### config.mk
export PLATFORM = sky130hd
export DESIGN_NAME = fetch_stage_8085
export DESIGN_NICKNAME = d
export VERILOG_FILES = /design/src/rtl/fetch_stage_8085.sv
export SDC_FILE = /design/constraint.sdc
export NUM_CORES = 1
export LEC_CHECK = 0
export BUFFER_PORTS_ARGS = -buffer_cell sky130_fd_sc_hd__buf_2
export CAP_MARGIN = 20
export CORE_MARGIN = 2
export CORE_UTILIZATION = 40
export DETAILED_ROUTE_END_ITERATION = 7
export GPL_ROUTABILITY_DRIVEN = 0
export GPL_TIMING_DRIVEN = 0
export PLACE_DENSITY = 0.63
export SYNTH_ARGS = -nofsm -noshare
export SYNTH_HDL_FRONTEND = slang
export SYNTH_SLANG_ARGS = --single-unit
### constraint.sdc
create_clock -name clk -period 3.08 [get_ports clk]
set_input_delay 0.154 -clock clk [delete_from_list [all_inputs] [get_ports clk]]
set_output_delay 0.154 -clock clk [all_outputs]
set_load 0.005 [all_outputs]
### src/rtl/fetch_stage_8085.sv
// Instruction-fetch stage: owns the PC, predicts taken jumps through a small
// fully-associative lookup table and presents a registered IF/ID output.
// Execute-side jump resolution redirects the PC and flushes on a mispredict.
module fetch_stage_8085 #(
    parameter int unsigned AW        = 16,
    parameter int unsigned IW        = 8,
    parameter int unsigned LUT_DEPTH = 4
) (
    input  logic          clk,
    input  logic          rst_n,
    output logic [AW-1:0] imem_addr,
    input  logic [IW-1:0] imem_data,
    input  logic          hold,
    input  logic          ex_jump,
    input  logic          ex_taken,
    input  logic          ex_pred,
    input  logic [AW-1:0] ex_pc,
    input  logic [AW-1:0] ex_target,
    output logic [AW-1:0] pc,
    output logic [IW-1:0] if_instr,
    output logic [AW-1:0] if_pc,
    output logic          if_pred,
    output logic          if_valid,
    output logic          stall_jump
);

    localparam int unsigned PW = $clog2(LUT_DEPTH);

    // Fetch pipeline state
    logic [AW-1:0] pc_q, pc_d;
    logic [IW-1:0] if_instr_q, if_instr_d;
    logic [AW-1:0] if_pc_q, if_pc_d;
    logic          if_pred_q, if_pred_d;
    logic          if_valid_q, if_valid_d;
    logic          stall_jump_q, stall_jump_d;

    // Jump lookup table state
    logic [LUT_DEPTH-1:0] lut_valid_q, lut_valid_d;
    logic [AW-1:0]        lut_tag_q    [LUT_DEPTH];
    logic [AW-1:0]        lut_tag_d    [LUT_DEPTH];
    logic [AW-1:0]        lut_target_q [LUT_DEPTH];
    logic [AW-1:0]        lut_target_d [LUT_DEPTH];
    logic [PW-1:0]        rr_ptr_q, rr_ptr_d;

    logic          lut_hit;
    logic [AW-1:0] lut_hit_target;
    logic          upd_hit;
    logic [PW-1:0] upd_idx;
    logic          mispredict;

    assign mispredict = ex_jump & (ex_taken ^ ex_pred);

    assign imem_addr  = pc_q;
    assign pc         = pc_q;
    assign if_instr   = if_instr_q;
    assign if_pc      = if_pc_q;
    assign if_pred    = if_pred_q;
    assign if_valid   = if_valid_q;
    assign stall_jump = stall_jump_q;

    // Prediction lookup on the current PC (sees pre-update table contents)
    always_comb begin
        lut_hit        = 1'b0;
        lut_hit_target = '0;
        for (int i = 0; i < LUT_DEPTH; i++) begin
            if (lut_valid_q[i] && (lut_tag_q[i] == pc_q)) begin
                lut_hit        = 1'b1;
                lut_hit_target = lut_target_q[i];
            end
        end
    end

    // Match the resolved jump address against the table for update
    always_comb begin
        upd_hit = 1'b0;
        upd_idx = '0;
        for (int i = 0; i < LUT_DEPTH; i++) begin
            if (lut_valid_q[i] && (lut_tag_q[i] == ex_pc)) begin
                upd_hit = 1'b1;
                upd_idx = PW'(i);
            end
        end
    end

    // Table next-state: retarget/allocate on taken, invalidate on not-taken hit
    always_comb begin
        lut_valid_d  = lut_valid_q;
        lut_tag_d    = lut_tag_q;
        lut_target_d = lut_target_q;
        rr_ptr_d     = rr_ptr_q;
        if (ex_jump) begin
            if (ex_taken) begin
                if (upd_hit) begin
                    lut_target_d[upd_idx] = ex_target;
                end else begin
                    lut_valid_d[rr_ptr_q]  = 1'b1;
                    lut_tag_d[rr_ptr_q]    = ex_pc;
                    lut_target_d[rr_ptr_q] = ex_target;
                    rr_ptr_d               = rr_ptr_q + PW'(1);
                end
            end else if (upd_hit) begin
                lut_valid_d[upd_idx] = 1'b0;
            end
        end
    end

    // Fetch next-state: mispredict beats hold; hold freezes PC and IF/ID
    always_comb begin
        pc_d         = pc_q;
        if_instr_d   = if_instr_q;
        if_pc_d      = if_pc_q;
        if_pred_d    = if_pred_q;
        if_valid_d   = if_valid_q;
        stall_jump_d = 1'b0;
        if (mispredict) begin
            pc_d         = ex_taken ? ex_target : (ex_pc + AW'(1));
            if_valid_d   = 1'b0;
            if_pred_d    = 1'b0;
            stall_jump_d = 1'b1;
        end else if (!hold) begin
            if_instr_d = imem_data;
            if_pc_d    = pc_q;
            if_pred_d  = lut_hit;
            if_valid_d = 1'b1;
            pc_d       = lut_hit ? lut_hit_target : (pc_q + AW'(1));
        end
    end

    // Fetch pipeline registers
    always_ff @(posedge clk) begin
        if (!rst_n) begin
            pc_q         <= '0;
            if_instr_q   <= '0;
            if_pc_q      <= '0;
            if_pred_q    <= 1'b0;
            if_valid_q   <= 1'b0;
            stall_jump_q <= 1'b0;
        end else begin
            pc_q         <= pc_d;
            if_instr_q   <= if_instr_d;
            if_pc_q      <= if_pc_d;
            if_pred_q    <= if_pred_d;
            if_valid_q   <= if_valid_d;
            stall_jump_q <= stall_jump_d;
        end
    end

    // Lookup table registers; reset discards all entries
    always_ff @(posedge clk) begin
        if (!rst_n) begin
            lut_valid_q <= '0;
            rr_ptr_q    <= '0;
            for (int i = 0; i < LUT_DEPTH; i++) begin
                lut_tag_q[i]    <= '0;
                lut_target_q[i] <= '0;
            end
        end else begin
            lut_valid_q  <= lut_valid_d;
            rr_ptr_q     <= rr_ptr_d;
            lut_tag_q    <= lut_tag_d;
            lut_target_q <= lut_target_d;
        end
    end

endmodule
Word-level counts from Yosys, hierarchy flattened
Cells that the tools add are included.
{"block": "totals", "word_cells": 101, "in_bits": 46, "regBits": 177, "out_inout_bits": 59}
{"block": "classes", "n_reduce_logical": 18, "add_sub_neg": 3, "eq_ne": 10, "muxes": 35, "bitwise": 11, "n_lt_le_gt_ge": 8}
{"op": "$bwmux 64", "count": 3}
{"op": "$mux 16", "count": 10}
{"op": "$eq 16x16->1", "count": 8}
{"op": "$demux 16 s2", "count": 2}
{"op": "$mux 64", "count": 1}
{"op": "$add 16x1->16 const B", "count": 2}
{"op": "$logic_and 1x1->1", "count": 12}
{"op": "$mux 1", "count": 12}
{"op": "$mux 4", "count": 3}
{"op": "$ge 3x3->1 const B", "count": 2}
{"op": "$lt 2x3->1 const B", "count": 2}
{"op": "$lt 3x1->1 const B", "count": 2}
{"op": "$not 2->3", "count": 2}
{"op": "$reduce_and 3->1", "count": 2}
{"op": "$and 4x4->4", "count": 1}
{"op": "$demux 1 s2", "count": 2}
{"op": "$ge 2x1->1 const B", "count": 2}
{"op": "$mux 2", "count": 2}
{"op": "$not 1->1", "count": 4}
{"op": "$not 4->4", "count": 1}
{"op": "$or 4x4->4", "count": 1}
{"op": "$reduce_and 2->1", "count": 2}
{"op": "$add 2x1->2 const B", "count": 1}
{"op": "$ne 2x1->1 const B", "count": 1}
{"op": "5 further kinds", "count": 5}

Longest topological paths before layout
{"block": "logic_depth", "ltp_word": 13, "depth_mapped": 11, "depth_no_buf": 7}

Worst setup path before layout
OpenSTA, ideal clock, no wires.
{"block": "synth_path", "path_kind": "register to register", "startpoint": "register pc_q[6], in the netlist imem_addr[6]", "endpoint": "register pc_q[13], in the netlist imem_addr[13]", "required_ns": 3.006, "stages_incl_launch_ff": 10, "t_arrival_ns": 2.681, "setup_slack_ns": 0.325, "setup_time_ns": 0.074, "n_path_buf": 2, "period_less_slack_ns": 2.755, "cell_sequence": "dfxtp_1 clkbuf_1 xor2_1 or4b_2 nor4_2 and2_1 clkbuf_1 nor4_1 a211o_1 a31oi_1"}
{"block": "synth_via", "elab_chain_cells": 9, "word_cells_on_any_way": 20, "cone_classes": "1 x add/sub; 4 x eq/ne; 11 x mux; 4 x reduce/logical"}
{"element": "start, declared", "line_no": "30", "source": "logic [AW-1:0] pc_q, pc_d;"}
{"element": "start signal, assigned", "line_no": "139", "source": "pc_q <= pc_d;"}
{"element": "$eq 16x16->1", "line_no": "66", "source": "if (lut_valid_q[i] && (lut_tag_q[i] == pc_q)) begin"}
{"element": "$logic_and 1x1->1", "line_no": "66"}
{"element": "$mux 16 or $mux 1 (tied branches) (4 in a row)", "line_no": "66"}
{"element": "$mux 16 (*)", "line_no": "125", "source": "pc_d = lut_hit ? lut_hit_target : (pc_q + AW'(1));"}
{"element": "$mux 16 (*)", "line_no": "120", "source": "end else if (!hold) begin"}
{"element": "$mux 16 (*)", "line_no": "115", "source": "if (mispredict) begin"}
Mark *: on every way between the ends. The rest lies on a longest branch, timed or not. The select of a mux whose other input is x is not followed.
A chain may end at the register's enable or synchronous reset.

Worst setup path in the final report
{"block": "layout_path", "startpoint": "register pc_q[10], in the netlist imem_addr[10]", "endpoint": "register pc_q[13], in the netlist imem_addr[13]"}
The elaborated chain is that of the path after synthesis.

==> results_tabular.tex <==
\begin{tabular}{lr}
\hline
Metric & Value \\
\hline
\multicolumn{2}{l}{\textbf{Worst setup path}} \\
\quad CP Cell Sequence & clkbuf\_4 > xnor2\_1 > or4b\_2 > nor4\_4 > and2\_1 > clkbuf\_2 > nor4\_1 > a211o\_1 > a31oi\_1 \\
\quad Kind of cell with the highest combined delay on the critical path & simple AND/OR/NAND/NOR gates \\
\quad Type of element capturing the critical path & flop \\
\quad Req. time, crit path & between 3000 and 4000 ps \\
\quad Peak per-stage delay on the critical path & 640 ps \\
\quad Worst Setup Path Type & flop to flop \\
\quad Crit path max fanout & 10 \\
\quad Number of buffer and inverter instances along the worst setup path & 2 \\
\quad Startpoint type of the worst setup path & flop \\
\quad Data arrival time of the critical path & 3390 ps \\
\quad Slowest cell on crit path & sky130\_fd\_sc\_hd\_\_or4b\_2 \\
\multicolumn{2}{l}{\textbf{Drt}} \\
\quad Iteration count of the initial detailed-routing pass & 8 \\
\quad Mean routed wirelength per cell & 21.44 um \\
\quad Post-DRT Antenna Nets & 0 \\
\quad Vias & 9615 \\
\quad Wirelength, routed & 36.07 mm \\
\quad Routed vias/inst & 5.716 \\
\quad Total DRC errors in the routed layout & 0 \\
\quad DR iter-0 viols & 1003 \\
\multicolumn{2}{l}{\textbf{Final layout}} \\
\quad Storage element area & between 0.003 and 0.004 mm\^{}2 \\
\quad Area added between synthesis and finish & 18.73\% \\
\quad Share of post-route cells with drive strength above 1 & 17.16\% \\
\quad Total of fill cells in the finished design & 2390 \\
\quad Total Nets Final & between 1000 and 1500 \\
\quad Leading cell types in the layout, fill and taps excluded & 177 x sky130\_fd\_sc\_hd\_\_dfxtp\_1, 152 x sky130\_fd\_sc\_hd\_\_nand2\_1, 120 x sky130\_fd\_sc\_hd\_\_buf\_2 \\
\quad Commonest non-fill, non-tap cell in the layout & sky130\_fd\_sc\_hd\_\_dfxtp\_1 \\
\quad Area taken by multi-input logic gates & 0.005919 mm\^{}2 \\
\quad ANT cells & 0 \\
\multicolumn{2}{l}{\textbf{Clock tree}} \\
\quad CTS buffer count & 17 \\
\quad Clock latency on the worst-skew pair & 450 ps \\
\quad Clock slew at reported path FFs & 80 ps \\
\quad Buffers from clock root to sink, at most & 2 \\
\quad Clock tree from TritonCTS & built \\
\quad CTS root buf & sky130\_fd\_sc\_hd\_\_clkbuf\_16 \\
\quad \# clock sinks & 177 \\
\quad Total number of H-tree levels & 4 \\
\multicolumn{2}{l}{\textbf{Timing}} \\
\quad Worst-case headroom to the max-slew limit & between 40\% and 50\% \\
\quad Actual slew at the worst max-slew pin & between 800 and 900 ps \\
\quad Final Hold Vio Count & 0 \\
\quad Setup Total Neg Slack & 0 ps \\
\quad Fin Clk Skew & 15.07 ps \\
\quad Post-route fraction of the period consumed by the critical path & 98.71\% \\
\quad Minimum clock period & 3040 ps \\
\quad Final setup viols & 0 \\
\quad Smallest setup slack after layout & 39.70 ps \\
\quad Number of max-slew violations in the final report & 0 \\
\quad RSZ-0062 raised after global routing & false \\
\quad Achievable clock frequency & approximately 330 MHz \\
\multicolumn{2}{l}{\textbf{Yosys}} \\
\quad Flip-flop and latch count after synthesis & 177 \\
\quad Post-synthesis cell area & 0.009985 mm\^{}2 \\
\quad Number of flops mapped to enable cells by yosys & 0 \\
\quad Net count of the mapped netlist & 1262 \\
\quad Async set-reset flop share out of synthesis & 0\% \\
\quad Main synth FF type & sky130\_fd\_sc\_hd\_\_dfxtp\_1 \\
\quad Cells after synthesis & 1210 \\
\quad Warnings, synthesis & 0 \\
\quad Post-Synthesis Mean Instance Area & 8.252 um\^{}2 \\
\quad Number of library cell types mapped by synthesis & 59 \\
\quad Share of synthesized area occupied by flip-flops and latches & 35.49\% \\
\multicolumn{2}{l}{\textbf{GRT}} \\
\quad First-pass GRT wire length & between 50 and 60 mm \\
\quad Vias in the first global route & $\sim$9000 \\
\quad Number of antenna violations at the first check in global routing & 0 \\
\quad Largest net degree at the start of global routing & 18 \\
\quad Overflow left after global routing & 0 \\
\quad All-Layer GR Usage & 27.42\% \\
\multicolumn{2}{l}{\textbf{Die}} \\
\quad Initial Util & 40.94\% \\
\quad Width of the chip & 162.0 um \\
\quad I/O pins & between 100 and 150 \\
\quad FP Rows & 57 \\
\quad Die height & 162.0 um \\
\quad Floorplan core area & between 0.02 and 0.025 mm\^{}2 \\
\quad DIE AREA & 0.02624 mm\^{}2 \\
\multicolumn{2}{l}{\textbf{Placed design}} \\
\quad Count of input and output buffers & 99 \\
\quad Dpl hpwl & 25.52 mm \\
\quad Place WS & -814.8 ps \\
\multicolumn{2}{l}{\textbf{Pwr}} \\
\quad Power after layout & 5.971 mW \\
\quad Leakage dissipation & 5.054 nW \\
\quad Power density normalized to cell area & 503.6 mW/mm\^{}2 \\
\quad Worst voltage drop across the vdd grid & around 0.00037 V \\
\multicolumn{2}{l}{\textbf{Worst hold path}} \\
\quad Class of the tightest hold or removal check & input pin to flop \\
\multicolumn{2}{l}{\textbf{Job}} \\
\quad Max-Cap Viols & 0 \\
\multicolumn{2}{l}{\textbf{Run status}} \\
\quad Run status & complete, no violations \\
\hline
\end{tabular}
## area by class of cell
type,count,area share (%)
clock inverters,14,1.805
clock buffers,18,3.704
repair buffers,117,5.636
plain buffers,115,5.140
flip-flops and latches,177,29.89
multi-input cells,902,49.93
well taps,324,3.420
inverters,15,0.4749
## kinds of logic (layout without fill, tap and decap cells)
kind of cell	after synthesis	count (layout)	synth area share, %
and+or+nand+nor	421	421	20.35
xor gates and xnor gates	154	154	13.51
muxes	112	112	11.28
AOI/OAI and AO/OA	209	209	12.51
buffers and inverters	131	279	6.115
adders and majority gates	6	6	0.7519
DFF	177	177	35.49
## state kept, by name, indices dropped and copies added (netlist names)
register	flops
lut_tag_q	64
lut_target_q	64
if_pc	16
imem_addr	16
if_instr	8
lut_valid_q	4
rr_ptr_q	2
if_pred	1
if_valid	1
stall_jump	1
## report_power, final
group          total, mW  internal [mW]  leakage [nW]  switching [mW]
Clock               2.46           1.41         0.318            1.04
Sequential          2.43           2.36          1.44          0.0645
Combinational       1.09          0.400          3.30           0.685
## final timing paths
kind                                            startpoint                            end  slack [ps]  cells past startpoint
worst min register to register    if_instr[1]$_SDFFE_PN0P_       if_instr[1]$_SDFFE_PN0P_         450                      2
worst min-delay path                          ex_target[8]  lut_target_q[24]$_SDFFE_PN0P_           9                      3
worst max-delay path            imem_addr[10]$_SDFFE_PN0P_     imem_addr[13]$_SDFFE_PN0P_          40                      9
worst max register to register  imem_addr[10]$_SDFFE_PN0P_     imem_addr[13]$_SDFFE_PN0P_          40                      9
## what timing repair did
action | 4_1_cts | 5_1_grt
resized for setup | 33 | 27
buffers inserted | 0 | 6
hold buffers | 9 | 0
setup endpoints to repair | 38 | 65
pin swaps | 0 | 1
endpoints found under the hold margin | 9 | 0
## synth_stat cells, types with 3 or more instances
cell / instances / area (um^2)
sky130_fd_sc_hd__and3_1: 15 / 93.84
sky130_fd_sc_hd__dfxtp_1: 177 / 3543
sky130_fd_sc_hd__clkbuf_1: 71 / 266.5
sky130_fd_sc_hd__a22oi_1: 3 / 22.52
sky130_fd_sc_hd__o21a_1: 11 / 82.58
sky130_fd_sc_hd__o21ai_0: 69 / 345.3
sky130_fd_sc_hd__nor2_1: 88 / 330.3
sky130_fd_sc_hd__a211oi_1: 4 / 30.03
sky130_fd_sc_hd__a21o_1: 4 / 30.03
sky130_fd_sc_hd__nand2b_1: 5 / 31.28
sky130_fd_sc_hd__buf_4: 17 / 127.6
sky130_fd_sc_hd__and4_1: 4 / 35.03
sky130_fd_sc_hd__xor2_1: 64 / 560.5
sky130_fd_sc_hd__or4_1: 11 / 82.58
sky130_fd_sc_hd__nor4b_1: 3 / 26.28
sky130_fd_sc_hd__mux2_2: 4 / 45.04
sky130_fd_sc_hd__ha_1: 6 / 75.07
sky130_fd_sc_hd__inv_1: 15 / 56.30
sky130_fd_sc_hd__a32o_1: 5 / 50.05
sky130_fd_sc_hd__xnor2_1: 90 / 788.3
sky130_fd_sc_hd__and2_1: 6 / 37.54
sky130_fd_sc_hd__a31oi_1: 3 / 18.77
sky130_fd_sc_hd__nand3_1: 59 / 295.3
sky130_fd_sc_hd__o211ai_1: 12 / 90.09
sky130_fd_sc_hd__o311ai_0: 3 / 26.28
sky130_fd_sc_hd__mux2i_1: 108 / 1081
sky130_fd_sc_hd__a21oi_1: 79 / 395.4
sky130_fd_sc_hd__buf_2: 19 / 95.09
sky130_fd_sc_hd__o22ai_1: 3 / 18.77
sky130_fd_sc_hd__buf_1: 6 / 22.52
sky130_fd_sc_hd__or2_2: 4 / 25.02
sky130_fd_sc_hd__nand4_1: 27 / 168.9
sky130_fd_sc_hd__nor4_1: 15 / 93.84
sky130_fd_sc_hd__and2_0: 3 / 18.77
sky130_fd_sc_hd__nor3_1: 12 / 60.06
sky130_fd_sc_hd__nor2b_1: 4 / 25.02
sky130_fd_sc_hd__nand2_1: 152 / 570.6
## worst min-delay path, stage by stage
cell                      delay (ps)
sky130_fd_sc_hd__buf_2           130
sky130_fd_sc_hd__nand3_1          70
sky130_fd_sc_hd__a21oi_1          50
## metrics by stage
stage               std cells  area, um^2  util [%]  hold WS (ps)
finish                   1682       11860     48.60         8.951
global route             1682       11860     48.60        0.2957
CTS                      1677       11750     48.16         6.373
detailed placement       1636       10920     44.76         401.5
global placement         1633       10890     44.63         405.1
floorplan                1210        9985         -         290.0
## metal layers
metal  track usage [%]  vias up  part of all wire [%]
li1                  -     4449                     -
met1             35.85     4556                    41
met2             44.14      508                    46
met3             5.133      102                   8.8
met4             12.15        0                   4.3
met5                 0        -                     0
Note: power is estimated with default switching activity, not from simulation.
